File: src/rtl/system_cpu_pkg.sv
// Definitions shared between the 16-bit RISC core and its data-memory responder.
package system_cpu_pkg;

    localparam int SYS_DATA_W = 16;
    localparam int SYS_ADDR_W = 8;

    typedef enum logic [1:0] {
        IDLE,
        WAIT,
        RESP
    } dmem_state_t;

endpackage

File: src/rtl/dmem_array.sv
// Single-port synchronous RAM with registered read data and no reset.
module dmem_array #(
    parameter int DATA_W = 16,
    parameter int ADDR_W = 8,
    parameter int DEPTH  = 256
) (
    input  logic              clk,
    input  logic              en,
    input  logic              we,
    input  logic [ADDR_W-1:0] addr,
    input  logic [DATA_W-1:0] wdata,
    output logic [DATA_W-1:0] rdata
);

    logic [DATA_W-1:0] mem [DEPTH];

    // rdata only moves on an enabled access, so it holds between commits;
    // a write also presents the written word (store echo).
    always_ff @(posedge clk) begin
        if (en) begin
            if (we) begin
                mem[addr] <= wdata;
                rdata     <= wdata;
            end else begin
                rdata     <= mem[addr];
            end
        end
    end

endmodule

File: src/rtl/data_mem_responder.sv
// Data-bus responder: accepts one load/store, waits WAIT_CYCLES, commits to RAM, holds the response.
module data_mem_responder
    import system_cpu_pkg::*;
#(
    parameter int DATA_W      = SYS_DATA_W,
    parameter int ADDR_W      = SYS_ADDR_W,
    parameter int DEPTH       = 256,
    parameter int WAIT_CYCLES = 2
) (
    input  logic              clk,
    input  logic              rst,
    input  logic              req_valid,
    output logic              req_ready,
    input  logic              req_we,
    input  logic [ADDR_W-1:0] req_addr,
    input  logic [DATA_W-1:0] req_wdata,
    output logic              resp_valid,
    input  logic              resp_ready,
    output logic [DATA_W-1:0] resp_rdata,
    output logic              resp_err
);

    localparam int              CNT_W    = (WAIT_CYCLES > 1) ? $clog2(WAIT_CYCLES) : 1;
    localparam logic [CNT_W-1:0] CNT_LOAD = CNT_W'((WAIT_CYCLES > 0) ? WAIT_CYCLES - 1 : 0);
    localparam bit              DIRECT   = (WAIT_CYCLES == 0);

    dmem_state_t       state, next_state;
    logic [CNT_W-1:0]  cnt;
    logic              we_q;
    logic [ADDR_W-1:0] addr_q;
    logic [DATA_W-1:0] wdata_q;
    logic              rdata_zero;
    logic              accept, commit, in_range;
    logic              cmt_we;
    logic [ADDR_W-1:0] cmt_addr;
    logic [DATA_W-1:0] cmt_wdata;
    logic [DATA_W-1:0] ram_rdata;

    always_comb begin
        next_state = state;
        case (state)
            IDLE:    if (req_valid) next_state = DIRECT ? RESP : WAIT;
            WAIT:    if (cnt == '0) next_state = RESP;
            RESP:    if (resp_ready) next_state = IDLE;
            default: next_state = IDLE;
        endcase
    end

    assign accept = req_valid && req_ready;
    assign commit = (state != RESP) && (next_state == RESP);

    // With no wait states the commit coincides with the accept edge, so the
    // access is taken from the request inputs instead of the latched copy.
    assign cmt_we    = DIRECT ? req_we    : we_q;
    assign cmt_addr  = DIRECT ? req_addr  : addr_q;
    assign cmt_wdata = DIRECT ? req_wdata : wdata_q;
    assign in_range  = 32'(cmt_addr) < DEPTH;

    dmem_array #(
        .DATA_W (DATA_W),
        .ADDR_W (ADDR_W),
        .DEPTH  (DEPTH)
    ) u_array (
        .clk   (clk),
        .en    (commit && in_range),
        .we    (cmt_we),
        .addr  (cmt_addr),
        .wdata (cmt_wdata),
        .rdata (ram_rdata)
    );

    always_ff @(posedge clk or negedge rst) begin
        if (!rst) begin
            state      <= IDLE;
            cnt        <= '0;
            req_ready  <= 1'b1;
            resp_valid <= 1'b0;
            resp_err   <= 1'b0;
            rdata_zero <= 1'b1;
            we_q       <= 1'b0;
            addr_q     <= '0;
            wdata_q    <= '0;
        end else begin
            state      <= next_state;
            req_ready  <= (next_state == IDLE);
            resp_valid <= (next_state == RESP);
            if (accept) begin
                we_q    <= req_we;
                addr_q  <= req_addr;
                wdata_q <= req_wdata;
                cnt     <= CNT_LOAD;
            end else if (state == WAIT && cnt != '0) begin
                cnt <= cnt - 1'b1;
            end
            if (commit) begin
                resp_err   <= !in_range;
                rdata_zero <= !in_range;
            end else if (state == RESP && resp_ready) begin
                resp_err <= 1'b0;
            end
        end
    end

    // RAM output register has no reset; the zero flag covers reset and errors.
    assign resp_rdata = rdata_zero ? '0 : ram_rdata;

endmodule

File: config.mk
export PLATFORM = sky130hd
export DESIGN_NAME = data_mem_responder
export DESIGN_NICKNAME = d
export VERILOG_FILES = /design/src/rtl/system_cpu_pkg.sv /design/src/rtl/dmem_array.sv /design/src/rtl/data_mem_responder.sv
export SDC_FILE = /design/constraint.sdc
export NUM_CORES = 2
export LEC_CHECK = 0
export BUFFER_PORTS_ARGS = -buffer_cell sky130_fd_sc_hd__buf_2
export CORE_UTILIZATION = 30
export CTS_BUF_LIST = sky130_fd_sc_hd__clkbuf_4 sky130_fd_sc_hd__clkbuf_8 sky130_fd_sc_hd__clkbuf_16
export DETAILED_ROUTE_END_ITERATION = 10
export PLACE_DENSITY = 0.54
export SETUP_SLACK_MARGIN = 0.5
export SKIP_CTS_REPAIR_TIMING = 1
export SYNTH_ARGS = -nofsm -noshare
export SYNTH_HDL_FRONTEND = slang
export SYNTH_SLANG_ARGS = --single-unit
export TNS_END_PERCENT = 100
File: constraint.sdc
create_clock -name clk -period 8.4 [get_ports clk]
set_input_delay 0.42 -clock clk [delete_from_list [all_inputs] [get_ports clk]]
set_output_delay 0.42 -clock clk [all_outputs]
set_load 0.01 [all_outputs]
Word level (Yosys, flattened, before mapping)
Memories as Yosys holds them, arrays and structs flattened. A register that Yosys moved wholly into a read port is not among the register bits.
Index checks and enable logic that the tools add are counted.

operators by class
  multiplexer cells = 12
  eq/ne operators = 4
  add/sub/neg operators = 1
  reduce and logical (&&, ||, !) cells = 8

operators by type and width
  kind                                           number
  2-to-1 mux 16 bit                              1
  2-to-1 mux 1 bit                               7
  2-to-1 mux 2 bit                               3
  case mux 2 bit (3 select lines)                1
  == test 2 bit, second input constant           2
  logical AND 1 bit                              4
  zero test 2 bit                                2
  nonzero test 2 bit                             2
  == test 2 x 1 -> 1 bit, second input constant  1
  != test 2 bit, second input constant           1
  subtractor 1 bit, second input constant        1

word-level totals
  word-level logic and storage cells = 35
  RAM bits = 4096
  memories = 1
  output and inout bits = 19
  bits in registers = 32
  input bits = 29

memory list
  memory       words  bits a word  rd ports  clocked after Yosys merged registers in  write ports  line              text
  u_array.mem  256    16           1         1                                        1            dmem_array.sv:15  logic [DATA_W-1:0] mem [DEPTH];

Logic depth before layout (Yosys ltp)
  depth in word-level cells = 6
  mapped depth = 14
  mapped depth without buffers = 7

Cells and area by module
Synthesis repeated with hierarchy kept, for this count alone.

second synthesis, totals
  cells, all modules = 7153
  area total of the unflattened synthesis = 159696.9 sq um

by module, submodules not included
  module              cells each  area each (sq um)  sequential area each (sq um)  times used
  dmem_array          7063        158338.1           123478.4                      1
  data_mem_responder  90          1358.8             778.2                         1

Least setup slack after synthesis
OpenSTA, ideal clock, no wires.

  path type = register to register
  start point = register, netlist name cmt_wdata[6]
  end point = register u_array.rdata[6], read port of u_array.mem (data pin)
  arrival time = 4.373 ns
  required time = 8.244 ns
  setup slack = 3.871 ns
  path buffers = 0
  cell stages (with the launch flop) = 6
  cell sequence = dfrtp_1 -> nor2_1 -> or4b_2 -> a21oi_1 -> o21ai_0 -> o21ai_1

RTL lines
  what           line              text
  end, declared  dmem_array.sv:12  output logic [DATA_W-1:0] rdata

==> impl_metrics.toml <==
[timing]
slew_violations = 83
timing.final.hold_violations = 0
setup_tns_ns = 0
max_freq_ghz = 0.177
rsz0062_at_grt = "no"
timing_worst_slew_pin_value_ns = 1.65
finalHoldWorstSlack_ns = 0.0624
final.min_clock_period_ns = 5.63
worst_slew_margin_rel_pct = -9.78
post-route-period-util_pct = 67.1
fin_worst_skew_ns = 0.0926
setup_violations = 0

[worst_setup_path]
startpoint_to_endpoint_class_of_the_critical_path = "register to register"
timing.critical_path.slowest_cell_delay_ns = 1.04
worst_path_buf_inv = 2
cp.arrival_ns = 6.32
timing.critical_path.cells = "buf_4 > or2_2 > buf_4 > a211oi_1 > a221oi_1 > o21ai_0 > a21oi_1 > o311ai_1"
rr_worst_depth = 8
cp-end-kind = "register"
path_delay_family = "compound AO/OA/AOI/OAI gates"
crit_path_top_delay_cell = "sky130_fd_sc_hd__dfrtp_4"
setup.worst_path.start_class = "register"
crit_required_ns = 9.09
critPathMostFrequentCell = "sky130_fd_sc_hd__buf_4"
crit_path_max_fanout = 31
cp.depth = 8

[power]
peakVddDrop_uv = 283
power-per-cell-area_nw_per_um2 = 366
power.leakage_nw = 57.6

[clocking]
cts_htree_levels = 5
clk_sinks = 4143
clk_pin_slew_worst_paths_ns = 0.06
tritoncts = "done"
cts-buffers-inserted = 425
worstSkewPairLatency_ns = 1.01
ctsLongestPathBuffers = 4
cts_root_buffer = "sky130_fd_sc_hd__clkbuf_16"

[final_layout]
finalInstanceArea_um2 = 184000
layout-drive-gt1-share_pct = 26.5
layout.nets = 7969
area_growth_pct = 15.2

[route]
drt_drc_violations_left = 0
via_count = 83000
route.final.wire_length_um = 508000
drt_pre_antenna_iters = 8
drt-wirelength-per-cell_um = 33.2
drt_via_density = 5.43
route.antenna.remaining_nets = 0
detail_route.iter0.violations = 12000

[synthesis]
library_cell_with_the_largest_summed_area_after_synthesis = "sky130_fd_sc_hd__edfxtp_1"
synth_top_cell_area_share_pct = 77.1
synth-seq-cells = 4143
post-synth-top-count-cell = "sky130_fd_sc_hd__edfxtp_1"
synth_top_area_cells = "sky130_fd_sc_hd__edfxtp_1 (77%), sky130_fd_sc_hd__mux4_2 (11%), sky130_fd_sc_hd__mux2i_1 (3.2%)"
synthesis.nets = 7520
synthFlopType = "sky130_fd_sc_hd__edfxtp_1"
syn-cell-area_um2 = 160000
synth_sequential_area_ratio_pct = 77.6
netlist_instances = 7491
synth-edff-count = 4112
synthesis.yosys.warnings = 0
synth_common_cells = "sky130_fd_sc_hd__edfxtp_1 (4,112), sky130_fd_sc_hd__mux4_2 (812), sky130_fd_sc_hd__mux2i_1 (517)"
synthDistinctLibCells = 74
synth.avg_cell_area_um2 = 21.4
postSynth.asyncResetShare_pct = 0.748

[floorplanning]
initial_utilization_pct = 30.2
die_width_um = 733
die_h_um = 733
placementRows = 267
core_outline_area_um2 = 530000
io_pins = 48
floorplan.die_area_um2 = 537000

[placement]
placement.io_buffers = 46
place_area_um2 = 170000
finalWeightedCongestion = 0.891
dp.final_hpwl_um = 316000

[global_routing]
grt_max_degree = 165
global_route_wire_length_before_repair_um = 691000
grt_pass1_vias = 81700
grt-ovfl-total = 0
initial_antenna_violation_count = 43
grtUsageTotal_pct = 18.3

[hold_path]
hp-class = "primary input to async pin"

[status]
failed_checks = "max-capacitance violations, max-slew violations"
status = "complete, but fails checks"

[run]
max_cap_viols = 5
## registers in the layout (all words and copies together), names as in the netlist
signal,flops
u_array.mem,4096
cmt_wdata,16
u_array.rdata,16
addr_q,8
state,2
cmt_we,1
cnt,1
rdata_zero,1
req_ready,1
resp_valid,1
## report_power, final
group          switching [mW]  total (mW)  internal (mW)
clock                    8.04        19.1           11.0
sequential               1.11        27.3           26.2
combinational            14.8        21.2           6.40
## routing by layer
layer	wire (µm)	up-vias	global-route usage (%)
met5	59	-	0
met4	24200	8	7.65
met3	51300	918	4.17
met2	232000	4789	28.3
met1	201000	44900	24.9
li1	-	32400	-
## stage by stage
step / setup slack [ns] / total power, mW / util [%] / cells
3_3_place_gp: 2.82 / 48.4 / 32.1 / 14500
6_report: 2.77 / 67.5 / 34.8 / 15300
3_5_place_dp: 2.75 / 48.7 / 32.1 / 14500
4_1_cts: 2.72 / 67.6 / 34.7 / 15300
5_1_grt: 2.89 / 69.0 / 34.8 / 15300
2_1_floorplan: 3.87 / 39.4 / - / 7491
## cell type report
| class | instances | area, µm² |
|---|---|---|
| Fill cell | 48700 | 346000 |
| Sequential cell | 4143 | 124000 |
| Multi-Input combinational cell | 2890 | 33500 |
| Clock buffer | 531 | 11600 |
| Tap cell | 6994 | 8750 |
| Timing Repair Buffer | 473 | 3720 |
| Clock inverter | 252 | 2510 |
| Antenna cell | 14 | 35.0 |
| Inverter | 7 | 33.8 |
## layout by cell type (no fill, tap or decap), drive strengths merged, types with 19 or more instances in the layout
master and instances:
a211oi 38, a21oi 95, a221oi 56, a22o 26, a22oi 192, a31oi 35
buf 443, bufinv 40, clkbuf 533, clkinv 197, dfrtp 29, dlygate4sd3 28
edfxtp 4112, mux2 47, mux2i 517, mux4 824, nand2 165, nand3 69
nand4 22, nor2 364, nor2b 34, nor3 31, nor4 27, o21ai 68
o221ai 19, o22ai 87
## cells by family (layout without fill, tap and decap cells)
family | Yosys count | count (layout) | share of synthesized area, %
flops | 4143 | 4143 | 77.6
simple gates | 791 | 791 | 2.26
mux | 1388 | 1388 | 15.2
compound gates | 710 | 710 | 3.14
buf+inv | 458 | 1263 | 1.84
other cells | 1 | 15 | 0.00234
## worst paths after layout
| check | start | end | slack, ns |
|---|---|---|---|
| worst max-delay path | addr_q[5] | u_array.rdata[4] | 2.77 |
| worst min-delay path | rst | cmt_wdata[4] | 0.06 |
| worst max register to register | addr_q[5] | u_array.rdata[4] | 2.77 |
| worst min register to register | state[1] | state[0] | 0.56 |
| max in group asynchronous | rst | addr_q[0] | 7.74 |
| min in group clk | req_wdata[12] | cmt_wdata[12] | 0.18 |
## worst register-to-register path: stages (launching register included)
cell and delay, ns:
sky130_fd_sc_hd__dfrtp_4 1.04, sky130_fd_sc_hd__buf_4 0.57, sky130_fd_sc_hd__or2_2 0.54, sky130_fd_sc_hd__buf_4 0.59, sky130_fd_sc_hd__a211oi_1 0.36, sky130_fd_sc_hd__a221oi_1 0.99
sky130_fd_sc_hd__o21ai_0 0.65, sky130_fd_sc_hd__a21oi_1 0.43, sky130_fd_sc_hd__o311ai_1 0.15
(Power assumes the default switching activity.)
